`src/rtl/alu_operand_stage.sv`:
```
// Execute-stage operand register feeding the ALU: valid/ready capture, stall hold,
// flush, opcode sanitising and MEM/WB forwarding (enabled by ALU_OPERAND_FWD_EN).
`timescale 1ns/1ps
module alu_operand_stage #(
  parameter int XLEN = 32,
  parameter int REGW = 5
) (
  input  logic            clk,
  input  logic            rst_n,
  input  logic            in_valid,
  output logic            in_ready,
  input  logic [2:0]      in_alu_control,
  input  logic [REGW-1:0] in_rs1_addr,
  input  logic [REGW-1:0] in_rs2_addr,
  input  logic [REGW-1:0] in_rd_addr,
  input  logic [XLEN-1:0] in_rs1_data,
  input  logic [XLEN-1:0] in_rs2_data,
  input  logic [XLEN-1:0] in_imm,
  input  logic            in_use_imm,
  input  logic            flush,
  input  logic            mem_fwd_we,
  input  logic            wb_fwd_we,
  input  logic [REGW-1:0] mem_fwd_addr,
  input  logic [REGW-1:0] wb_fwd_addr,
  input  logic [XLEN-1:0] mem_fwd_data,
  input  logic [XLEN-1:0] wb_fwd_data,
  output logic            out_valid,
  input  logic            out_ready,
  output logic [XLEN-1:0] A,
  output logic [XLEN-1:0] B,
  output logic [2:0]      ALU_control,
  output logic [REGW-1:0] out_rd_addr
);

  logic            valid;
  logic [2:0]      alu_control;
  logic [REGW-1:0] rs1_addr, rs2_addr, rd_addr;
  logic [XLEN-1:0] rs1_data, rs2_data, imm;
  logic            use_imm;
  logic            load;
  logic [XLEN-1:0] fwd1, fwd2;

  assign in_ready = !valid || out_ready;
  // A flushed offer is dropped entirely: neither valid nor the fields update.
  assign load     = in_valid && in_ready && !flush;

  always_ff @(posedge clk or negedge rst_n) begin
    if (!rst_n) begin
      valid       <= 1'b0;
      alu_control <= '0;
      rs1_addr    <= '0;
      rs2_addr    <= '0;
      rd_addr     <= '0;
      rs1_data    <= '0;
      rs2_data    <= '0;
      imm         <= '0;
      use_imm     <= 1'b0;
    end else begin
      if (flush)          valid <= 1'b0;
      else if (load)      valid <= 1'b1;
      else if (out_ready) valid <= 1'b0;
      if (load) begin
        alu_control <= (in_alu_control[2:1] == 2'b11) ? 3'b000 : in_alu_control;
        rs1_addr    <= in_rs1_addr;
        rs2_addr    <= in_rs2_addr;
        rd_addr     <= in_rd_addr;
        rs1_data    <= in_rs1_data;
        rs2_data    <= in_rs2_data;
        imm         <= in_imm;
        use_imm     <= in_use_imm;
      end
    end
  end

`ifdef ALU_OPERAND_FWD_EN
  // MEM is the younger result, so it takes priority over WB; x0 is never forwarded.
  always_comb begin
    fwd1 = rs1_data;
    if (mem_fwd_we && (mem_fwd_addr == rs1_addr) && (rs1_addr != '0))
      fwd1 = mem_fwd_data;
    else if (wb_fwd_we && (wb_fwd_addr == rs1_addr) && (rs1_addr != '0))
      fwd1 = wb_fwd_data;
  end

  always_comb begin
    fwd2 = rs2_data;
    if (mem_fwd_we && (mem_fwd_addr == rs2_addr) && (rs2_addr != '0))
      fwd2 = mem_fwd_data;
    else if (wb_fwd_we && (wb_fwd_addr == rs2_addr) && (rs2_addr != '0))
      fwd2 = wb_fwd_data;
  end
`else
  logic unused_fwd;

  assign fwd1 = rs1_data;
  assign fwd2 = rs2_data;
  assign unused_fwd = ^{mem_fwd_we, wb_fwd_we, mem_fwd_addr, wb_fwd_addr,
                        mem_fwd_data, wb_fwd_data, rs1_addr, rs2_addr};
`endif

  assign out_valid   = valid;
  assign A           = fwd1;
  assign B           = use_imm ? imm : fwd2;
  assign ALU_control = alu_control;
  assign out_rd_addr = rd_addr;

endmodule

```
`config.mk`:
```
export PLATFORM = sky130hd
export DESIGN_NAME = alu_operand_stage
export DESIGN_NICKNAME = d
export VERILOG_FILES = /design/src/rtl/alu_operand_stage.sv
export SDC_FILE = /design/constraint.sdc
export NUM_CORES = 1
export LEC_CHECK = 0
export BUFFER_PORTS_ARGS = -buffer_cell sky130_fd_sc_hd__buf_4
export CAP_MARGIN = 0
export CORE_AREA = 2 2 104 106
export CTS_BUF_LIST = sky130_fd_sc_hd__clkbuf_16
export DETAILED_ROUTE_END_ITERATION = 10
export DIE_AREA = 0 0 106 108
export PLACE_DENSITY = 0.78
export SLEW_MARGIN = 20
export SYNTH_ARGS = -nofsm -noshare
export SYNTH_HDL_FRONTEND = slang
export SYNTH_SLANG_ARGS = --single-unit
export TNS_END_PERCENT = 30
```
`constraint.sdc`:
```
create_clock -name clk -period 2.84 [get_ports clk]
set_input_delay 0.568 -clock clk [delete_from_list [all_inputs] [get_ports clk]]
set_output_delay 0.568 -clock clk [all_outputs]
set_load 0.01 [all_outputs]
```
; ---- Word-level counts from Yosys, hierarchy flattened
; Cells that the tools add are included.
[word_totals]
latch_bits = 0
wordCells = 19
n_memories = 0
register_bits = 106
ram_bits = 0
out_inout_bits = 74
input_bits = 196
rom_bits = 0
[op_classes]
n_div = 0
n_shift = 0
mul = 0
reduce_logical = 6
add_sub_neg = 0
eq_ne = 1
n_bitwise = 0
n_mux = 5
order_cmp = 0
[op_table]
columns = op, count
row1 = $mux 32, 1
row2 = $mux 1, 3
row3 = $mux 3, 1
row4 = $reduce_bool 3->1, 1
row5 = $eq 2x2->1 const B, 1
row6 = $logic_and 1x1->1, 2
row7 = $logic_not 1->1, 2
row8 = $logic_or 1x1->1, 1

; ---- Depth between registers and ports, before layout
; Gate-level depths: netlist of run 1.
[depth]
ltp_word = 6
mapped_depth = 5

; ---- Worst setup path after synthesis of run 1
; Ideal clock, no wire load.
[synth_timing]
path_kind = reg-to-output
startpoint = register use_imm
endpoint = output B[0]
path_buffers = 2
path_stages_with_launch = 4
t_arrival_ns = 1.099
required_time_ns = 2.272
setup_slack_ns = 1.173
cell_sequence = dfrtp_1 -> clkbuf_1 -> buf_2 -> mux2_2
[synth_between]
elab_chain_len = 1
[synth_rtl]
columns = item, line
row1 = from (decl), 39  ; logic use_imm;
row2 = from (signal assigned), 70  ; use_imm <= in_use_imm;
row3 = $mux 32, 103  ; assign B = use_imm ? imm : fwd2;
row4 = to (decl), 30  ; output logic [XLEN-1:0] B,
; No other way between the ends.

; ---- Worst setup path after layout of run 1
[layout_timing]
startpoint = register use_imm
endpoint = output B[3]
; Same word-level chain as after synthesis.

==> results of run 1 <==
==> power groups by stage <==
stage          clock [mW]  sequential, mW  combinational [mW]
4_1_cts              1.15            1.90                1.08
6_report             1.10            1.89                1.06
3_5_place_dp            0            1.92                1.08
5_1_grt              1.21            1.93                1.14
2_1_floorplan           0            1.93               0.488
3_3_place_gp            0            1.90                1.06
==> synthesized netlist by cell type <==
| cell | number |
|---|---|
| nor2b_2 | 1 |
| mux2_2 | 87 |
| mux2_1 | 50 |
| nor2_1 | 2 |
| inv_1 | 1 |
| a21boi_0 | 1 |
| dfrtp_1 | 106 |
| nor3b_4 | 1 |
| nor2b_1 | 2 |
| buf_6 | 5 |
| buf_2 | 8 |
| clkbuf_1 | 1 |
| buf_4 | 1 |
==> per-layer routing <==
metal	vias to the layer above	track usage	routed length, um
met5	-	0	0
met4	0	0.0724	243
met3	19	0.0434	605
met2	109	0.273	4610
met1	1373	0.196	3690
li1	1306	-	-
==> area by class of cell <==
| class | instances | area, um^2 | share of cell area |
|---|---|---|---|
| clock buffers | 9 | 225 | 0.0367 |
| clock inverters | 7 | 37.5 | 0.00611 |
| inverters | 1 | 3.75 | 0.000611 |
| multi-input cells | 144 | 1600 | 0.260 |
| flip-flops and latches | 106 | 2650 | 0.432 |
| well taps | 136 | 170 | 0.0277 |
| repair buffers | 187 | 1450 | 0.237 |
==> critical path: stages (launching register included) <==
cell and delay (ns):
dfrtp_1 0.63, buf_12 0.25, mux2_2 0.35, buf_4 0.15
==> cell families (layout without fill, tap and decap cells) <==
logic type / Yosys count / in the layout / synth area share
muxes: 137 / 137 / 0.354
AOI/OAI and AO/OA: 1 / 1 / 0.00172
and+or+nand+nor: 6 / 6 / 0.0109
DFF: 106 / 106 / 0.608
buffers and inverters: 16 / 204 / 0.0255
==> flip-flops by register name, indices dropped and copies added, names as in the netlist <==
name and count:
A 32, ALU_control 3, fwd2 32, imm 32, out_rd_addr 5, out_valid 1, use_imm 1
==> path summary, 6_finish.rpt <==
kind / from / to / slack (ns) / cells after the start
max: use_imm$_DFFE_PN0P_ / B[3] / 0.55 / 3
min: rst_n / out_rd_addr[3]$_DFFE_PN0P_ / 0.26 / 1
max reg2reg: out_valid$_DFFE_PN0P_ / imm[13]$_DFFE_PN0P_ / 0.92 / 4
min reg2reg: A[25]$_DFFE_PN0P_ / A[25]$_DFFE_PN0P_ / 0.48 / 1
max in group asynchronous: rst_n / A[25]$_DFFE_PN0P_ / 1.83 / 2
min in group clk: flush / out_valid$_DFFE_PN0P_ / 0.41 / 2
==> through the flow <==
| stage | setup slack [ns] | util |
|---|---|---|
| finish | 0.554 | 0.600 |
| global route | 0.466 | 0.600 |
| CTS | 0.510 | 0.600 |
| detailed placement | 0.777 | 0.575 |
| global placement | 0.806 | 0.575 |
| floorplan | 1.17 | - |
==> out/metrics.cfg, run 1 <==
[outcome]
outcome = finished clean

[routing]
first_pass_iters = 4
wl_per_cell_um = 15.5
routed_wirelength_mm = 9.15
via_per_inst = 4.76
via_count = 2807
postRouteAntennaNets = 0
drc_errors = 0
drtIter0Drc = 109

[synth]
yosys-top-cells-area = dfrtp_1, mux2_2, mux2_1, buf_6, buf_2
synth-seq-area-share = 0.608
syn_area_per_cell_um2 = 16.4
yosys_warnings = 0
yosysTopAreaCell = dfrtp_1
ys_ff_latch = 106
synth_area_um2 = 4360
ys_types = 13
syn_inst = 266
synth_top_area_frac = 0.608
synth_nets = 462

[clocking]
clk_latency_ns = 0.33
post_cts_buffers = 0
hold_buffers = 0
cts_tree = built
clock_path_buffers = 2
path_clk_slew_ns = 0.07
cts_sinks = 106
cts-buffers-inserted = 9
cts_resized = 0
cts_root_buf = clkbuf_16
htreeDepth = 3

[grt]
grt_pass1_wl_mm = 14.6
grt_max_degree = 56
globalRoute.totalOverflow = 0
antenna_found_initial = 0
grt_pass1_vias = 3046
grt.total_usage = 0.162

[placement]
placed_area_um2 = 5880
io_buffers = 183
place_congestion = 0.719
hpwl_mm = 6.69
dp.cells = 574

[worst_setup_path]
arrival_ns = 1.72
cp_max_fo = 25
end_kind = output pin
worstPathRequired_ns = 2.27
crit_path_start_kind = register
worstSetupPathType = reg -> out

[cells_and_area]
nets = 645
fin_area_um2 = 6140
fillCellCount = 821
drive_above_1_share = 0.637
mostFrequentLayoutCells = buf_4, dfrtp_1, mux2_2
area_growth_pct = 40.8
layout.cells.non_filler = 590
insertedDiodeCount = 0
final_common_cell = buf_4

[pwr]
p_sw_frac = 0.259
p_int_mw = 3.01
p_per_area_nw_per_um2 = 660
pwr-share-seq = 0.467
combinationalPowerShare = 0.262
power.total_mw = 4.05
switchingPower_mw = 1.05
peakVddDrop_uv = 276
clkPwrFrac = 0.271
p_leak_nw = 2.86

[timing]
hold_slack_ns = 0.264
min_period_ns = 2.29
rsz0062_at_grt = false
hold_viol = 0
tightest_slew_ns = 0.669
finalSetupViolations = 0
period_share = 0.805
fin_skew_ns = 0.00649
fin_setup_tns_ns = 0
max_freq_mhz = 437
maxSlewHeadroom = 0.554
slew_viol_final = 0

[die]
die_y_um = 108
initial_core_util = 0.426
die_x_um = 106
core-area_um2 = 10200
ios = 270
rows = 37
die_area_um2 = 11400

[run]
cap_violations = 0

[worst_hold_path]
min_path_type = in -> async

No activity file was read; power rests on OpenSTA's default activity.
==> inputs of run 2 (changes only) <==
--- a/config.mk
+++ b/config.mk
@@ -7,11 +7,11 @@
 export LEC_CHECK = 0
 export BUFFER_PORTS_ARGS = -buffer_cell sky130_fd_sc_hd__buf_4
 export CAP_MARGIN = 0
-export CORE_AREA = 2 2 104 106
+export CORE_MARGIN = 2
+export CORE_UTILIZATION = 43
 export CTS_BUF_LIST = sky130_fd_sc_hd__clkbuf_16
 export DETAILED_ROUTE_END_ITERATION = 10
-export DIE_AREA = 0 0 106 108
-export PLACE_DENSITY = 0.78
+export PLACE_DENSITY = 0.79
 export SLEW_MARGIN = 20
 export SYNTH_ARGS = -nofsm -noshare
 export SYNTH_HDL_FRONTEND = slang
==> constraint.sdc (replaced) <==
create_clock -name clk -period 2.4 [get_ports clk]
set_input_delay 0.48 -clock clk [delete_from_list [all_inputs] [get_ports clk]]
set_output_delay 0.48 -clock clk [all_outputs]
set_load 0.01 [all_outputs]
==> run 2 against run 1 <==
  * Worst hold slack lost 0.11 ns
  * Clock-buffer cell count is the same
  * Sequential cell count is the same
  * Clock skew grew 0.0018 ns
  * First-iteration DRC count shrank 31%
  * Sequential share of layout area shrank 0.44 points
  * Sequential power grew 18%
==> out/metrics.cfg, run 2 (synthesized netlist as in run 1, its figures left out) <==
[outcome]
outcome = finished clean

[cells_and_area]
insertedDiodeCount = 0
layout.cells.non_filler = 590
fin_area_um2 = 6200
final_common_cell = buf_4
fin_util = 0.632
area_growth_pct = 42.3
mostFrequentLayoutCells = buf_4, dfrtp_1, mux2_2
drive_above_1_share = 0.641
nets = 648

[timing]
rsz0062_at_grt = false
min_period_ns = 2.00
hold_viol = 0
hold_slack_ns = 0.156
finalSetupViolations = 0
max_freq_mhz = 500
fin_setup_tns_ns = 0
setup_ws_ns = 0.401
fin_skew_ns = 0.00833
maxSlewHeadroom = 0.585
period_share = 0.833
slew_viol_final = 0
tightest_slew_ns = 0.623

[die]
rows = 36
initial_core_util = 0.444
die_area_um2 = 11000
ios = 270
core-area_um2 = 9820
die_y_um = 105
die_x_um = 105

[clocking]
post_cts_buffers = 0
clock_path_buffers = 2
cts-buffers-inserted = 9
path_clk_slew_ns = 0.07
clk_latency_ns = 0.34
cts_resized = 0
hold_buffers = 0
cts_tree = built
htreeDepth = 3
cts_sinks = 106
cts_root_buf = clkbuf_16

[placement]
dp.cells = 574
place_congestion = 0.742
hpwl_mm = 6.99
dpl_worst_slack_ns = 0.516
placed_area_um2 = 5870
io_buffers = 183

[routing]
drc_errors = 0
via_per_inst = 4.87
wl_per_cell_um = 15.9
first_pass_iters = 4
routed_wirelength_mm = 9.40
via_count = 2872
drtIter0Drc = 75
postRouteAntennaNets = 0

[grt]
top_usage_layer = met2
met3_usage = 0.0512
gr-usage-met2 = 0.303
globalRoute.totalOverflow = 0
grt_max_degree = 68
grt_pass1_wl_mm = 15.2
antenna_found_initial = 0
grt.total_usage = 0.177
met1_usage = 0.206
grt_pass1_vias = 3144

[pwr]
switchingPower_mw = 1.25
pwr-share-seq = 0.436
p_per_area_nw_per_um2 = 825
p_leak_nw = 2.90
p_int_mw = 3.87
power.total_mw = 5.12
peakVddDrop_uv = 392
clkPwrFrac = 0.316
combinationalPowerShare = 0.248
p_sw_frac = 0.244

[run]
cap_violations = 0

[worst_setup_path]
worstSetupPathType = reg -> out
worstPathRequired_ns = 1.92
cp_max_fo = 21
slowest_stage = mux2_2
crit_path_start_kind = register
end_kind = output pin
crit_top_cell = buf_4
cpPeakStageDelay_ns = 0.38
startpoint = use_imm$_DFFE_PN0P_
r2r-start = out_valid$_DFFE_PN0P_
worstPathCellList = buf_4 > mux2_2 > buf_4
arrival_ns = 1.52

[worst_hold_path]
min_path_type = in -> async

[run 2: cell types whose count changed in the layout (fill, tap and decap cells not counted), sizes merged]
cell / previous run / this run
bufinv: 0 / 3
clkinvlp: 1 / 0
inv: 2 / 1
clkinv: 5 / 4
buf: 187 / 190
[run 2: cell type report]
class                      count  area [um^2]
fill                         767         3610
sequential                   106         2650
multi-input combinational    144         1600
timing repair buffer         190         1450
clock buffer                   9          225
tap                          133          166
clock inverter                 7          108
inverter                       1         3.75
[run 2: metal layers]
layer	routed length (um)	up-vias	part of all wire
li1	-	1318	-
met1	3720	1428	0.40
met2	4840	112	0.51
met3	656	14	0.070
met4	180	0	0.019
met5	0	-	0
[run 2: worst max-delay path, delay by kind of cell (launching register included)]
kind / cells / cell delay (ns)
DFF: 1 / 0.34
buffers and inverters: 2 / 0.45
muxes: 1 / 0.38
[run 2: power by group through the flow]
stage,clock network [mW],logic [mW],registers (mW)
2_1_floorplan,0,0.578,2.29
3_3_place_gp,0,1.26,2.24
3_5_place_dp,0,1.29,2.27
4_1_cts,1.67,1.29,2.23
5_1_grt,1.75,1.36,2.27
6_report,1.62,1.27,2.23
[run 2: worst paths after layout]
path | end | slack (ns) | depth (start not counted)
setup reg to reg | imm[20]$_DFFE_PN0P_ | 0.59 | 4
max in group asynchronous | fwd2[11]$_DFFE_PN0P_ | 1.61 | 2
min in group clk | out_valid$_DFFE_PN0P_ | 0.32 | 2
hold / removal | A[5]$_DFFE_PN0P_ | 0.16 | 1
setup / recovery | B[0] | 0.40 | 3
hold reg to reg | fwd2[18]$_DFFE_PN0P_ | 0.48 | 1
==> inputs of run 3 (changes only) <==
==> constraint.sdc (replaced) <==
create_clock -name clk -period 2 [get_ports clk]
set_input_delay 0.4 -clock clk [delete_from_list [all_inputs] [get_ports clk]]
set_output_delay 0.4 -clock clk [all_outputs]
set_load 0.01 [all_outputs]
==> run 3 against run 2 <==
  * Core utilization is 0.31 points lower
  * Final cell count shrank 0.17%
  * Die area unchanged
  * Clock power rose by 5%
  * Sequential cell count unchanged
  * Critical path type unchanged
==> out/metrics.cfg, run 3 (synthesized netlist as in run 1, its figures left out) <==
[outcome]
outcome = finished clean

[worst_setup_path]
worstSetupPathType = reg -> out
cp_max_fo = 11
end_kind = output pin
crit_path_start_kind = register
worstPathRequired_ns = 1.60
arrival_ns = 1.46

[grt]
globalRoute.totalOverflow = 0
grt.total_usage = 0.175
antenna_found_initial = 0
grt_max_degree = 68
grt_pass1_vias = 3088
grt_pass1_wl_mm = 15.2

[clocking]
post_cts_buffers = 0
cts_resized = 0
clk_latency_ns = 0.34
clock_path_buffers = 2
htreeDepth = 3
cts_sinks = 106
cts-buffers-inserted = 9
path_clk_slew_ns = 0.07
cts_root_buf = clkbuf_16
cts_tree = built
hold_buffers = 0

[placement]
io_buffers = 183
hpwl_mm = 6.72
place_congestion = 0.732

[run]
cap_violations = 0

[routing]
via_per_inst = 4.81
drc_errors = 0
postRouteAntennaNets = 0
wl_per_cell_um = 15.8
drtIter0Drc = 86
first_pass_iters = 3
routed_wirelength_mm = 9.30
via_count = 2834

[cells_and_area]
final_common_cell = buf_4
ff_latch_area_um2 = 2650
insertedDiodeCount = 0
nets = 647
fillCellCount = 768
multi_input_area_um2 = 1600
area_growth_pct = 41.6
drive_above_1_share = 0.638
mostFrequentLayoutCells = buf_4, dfrtp_1, mux2_2
fin_util = 0.629

[pwr]
p_per_area_nw_per_um2 = 957
p_leak_nw = 2.88
peakVddDrop_uv = 507
power.total_mw = 5.91

[worst_hold_path]
min_path_type = in -> async

[timing]
rsz0062_at_grt = false
maxSlewHeadroom = 0.701
min_period_ns = 1.86
period_share = 0.932
max_freq_mhz = 537
fin_setup_tns_ns = 0
hold_viol = 0
slew_viol_final = 0
finalSetupViolations = 0
tightest_slew_ns = 0.448
fin_skew_ns = 0.00564

[die]
die_y_um = 105
initial_core_util = 0.444
die_x_um = 105
core-area_um2 = 9820
die_area_um2 = 11000
rows = 36
ios = 270

==> run 3: changes by cell type in the layout (fill, tap and decap cells not counted) <==
cell | previous run | this run
bufinv_16 | 3 | 1
buf_12 | 2 | 4
buf_4 | 188 | 185
clkinv_4 | 0 | 1
clkinv_1 | 2 | 3
==> run 3: final timing paths <==
check | startpoint | end | slack, ns | depth (start not counted)
max | use_imm$_DFFE_PN0P_ | B[22] | 0.14 | 3
min | rst_n | ALU_control[0]$_DFFE_PN0P_ | 0.004 | 1
max reg2reg | out_valid$_DFFE_PN0P_ | A[29]$_DFFE_PN0P_ | 0.25 | 4
min reg2reg | fwd2[14]$_DFFE_PN0P_ | fwd2[14]$_DFFE_PN0P_ | 0.48 | 1
max in group asynchronous | rst_n | A[16]$_DFFE_PN0P_ | 1.33 | 2
min in group clk | flush | out_valid$_DFFE_PN0P_ | 0.24 | 2
==> run 3: where the power goes <==
| group | switching [mW] | leakage [nW] | internal, mW |
|---|---|---|---|
| Clock | 0.743 | 0.142 | 0.956 |
| Sequential | 0.172 | 1.25 | 2.51 |
| Combinational | 0.592 | 1.49 | 0.938 |
| Total | 1.51 | 2.88 | 4.40 |
==> run 3: final cells by class <==
class,instances,area share
sequential,106,0.430
multi-input combinational,144,0.259
timing repair buffer,189,0.238
clock buffer,9,0.0365
tap,133,0.0270
clock inverter,7,0.00973
inverter,1,0.000608
==> run 3: through the flow <==
step	hold WS [ns]	area [um^2]	cells	worst slack, ns
after detailed placement	0.376	5890	573	0.273
after floorplan	0.104	4360	266	0.406
after global placement	0.371	5890	573	0.304
after global routing	0.0337	6170	589	0.0827
final	0.00436	6170	589	0.137
after CTS	0.00971	6170	589	0.105
==> run 3: worst max-delay path, cell delays in order, from the launching register on <==
cell and delay (ns):
dfrtp_1 0.40, buf_4 0.23, mux2_2 0.35, buf_4 0.15
==> run 3: routing by layer <==
metal  track usage  vias to the layer above  wire (um)
li1              -                     1320          -
met1         0.205                     1397       3710
met2         0.299                      104       4770
met3        0.0474                       13        651
met4        0.0810                        0        175
met5             0                        -          0
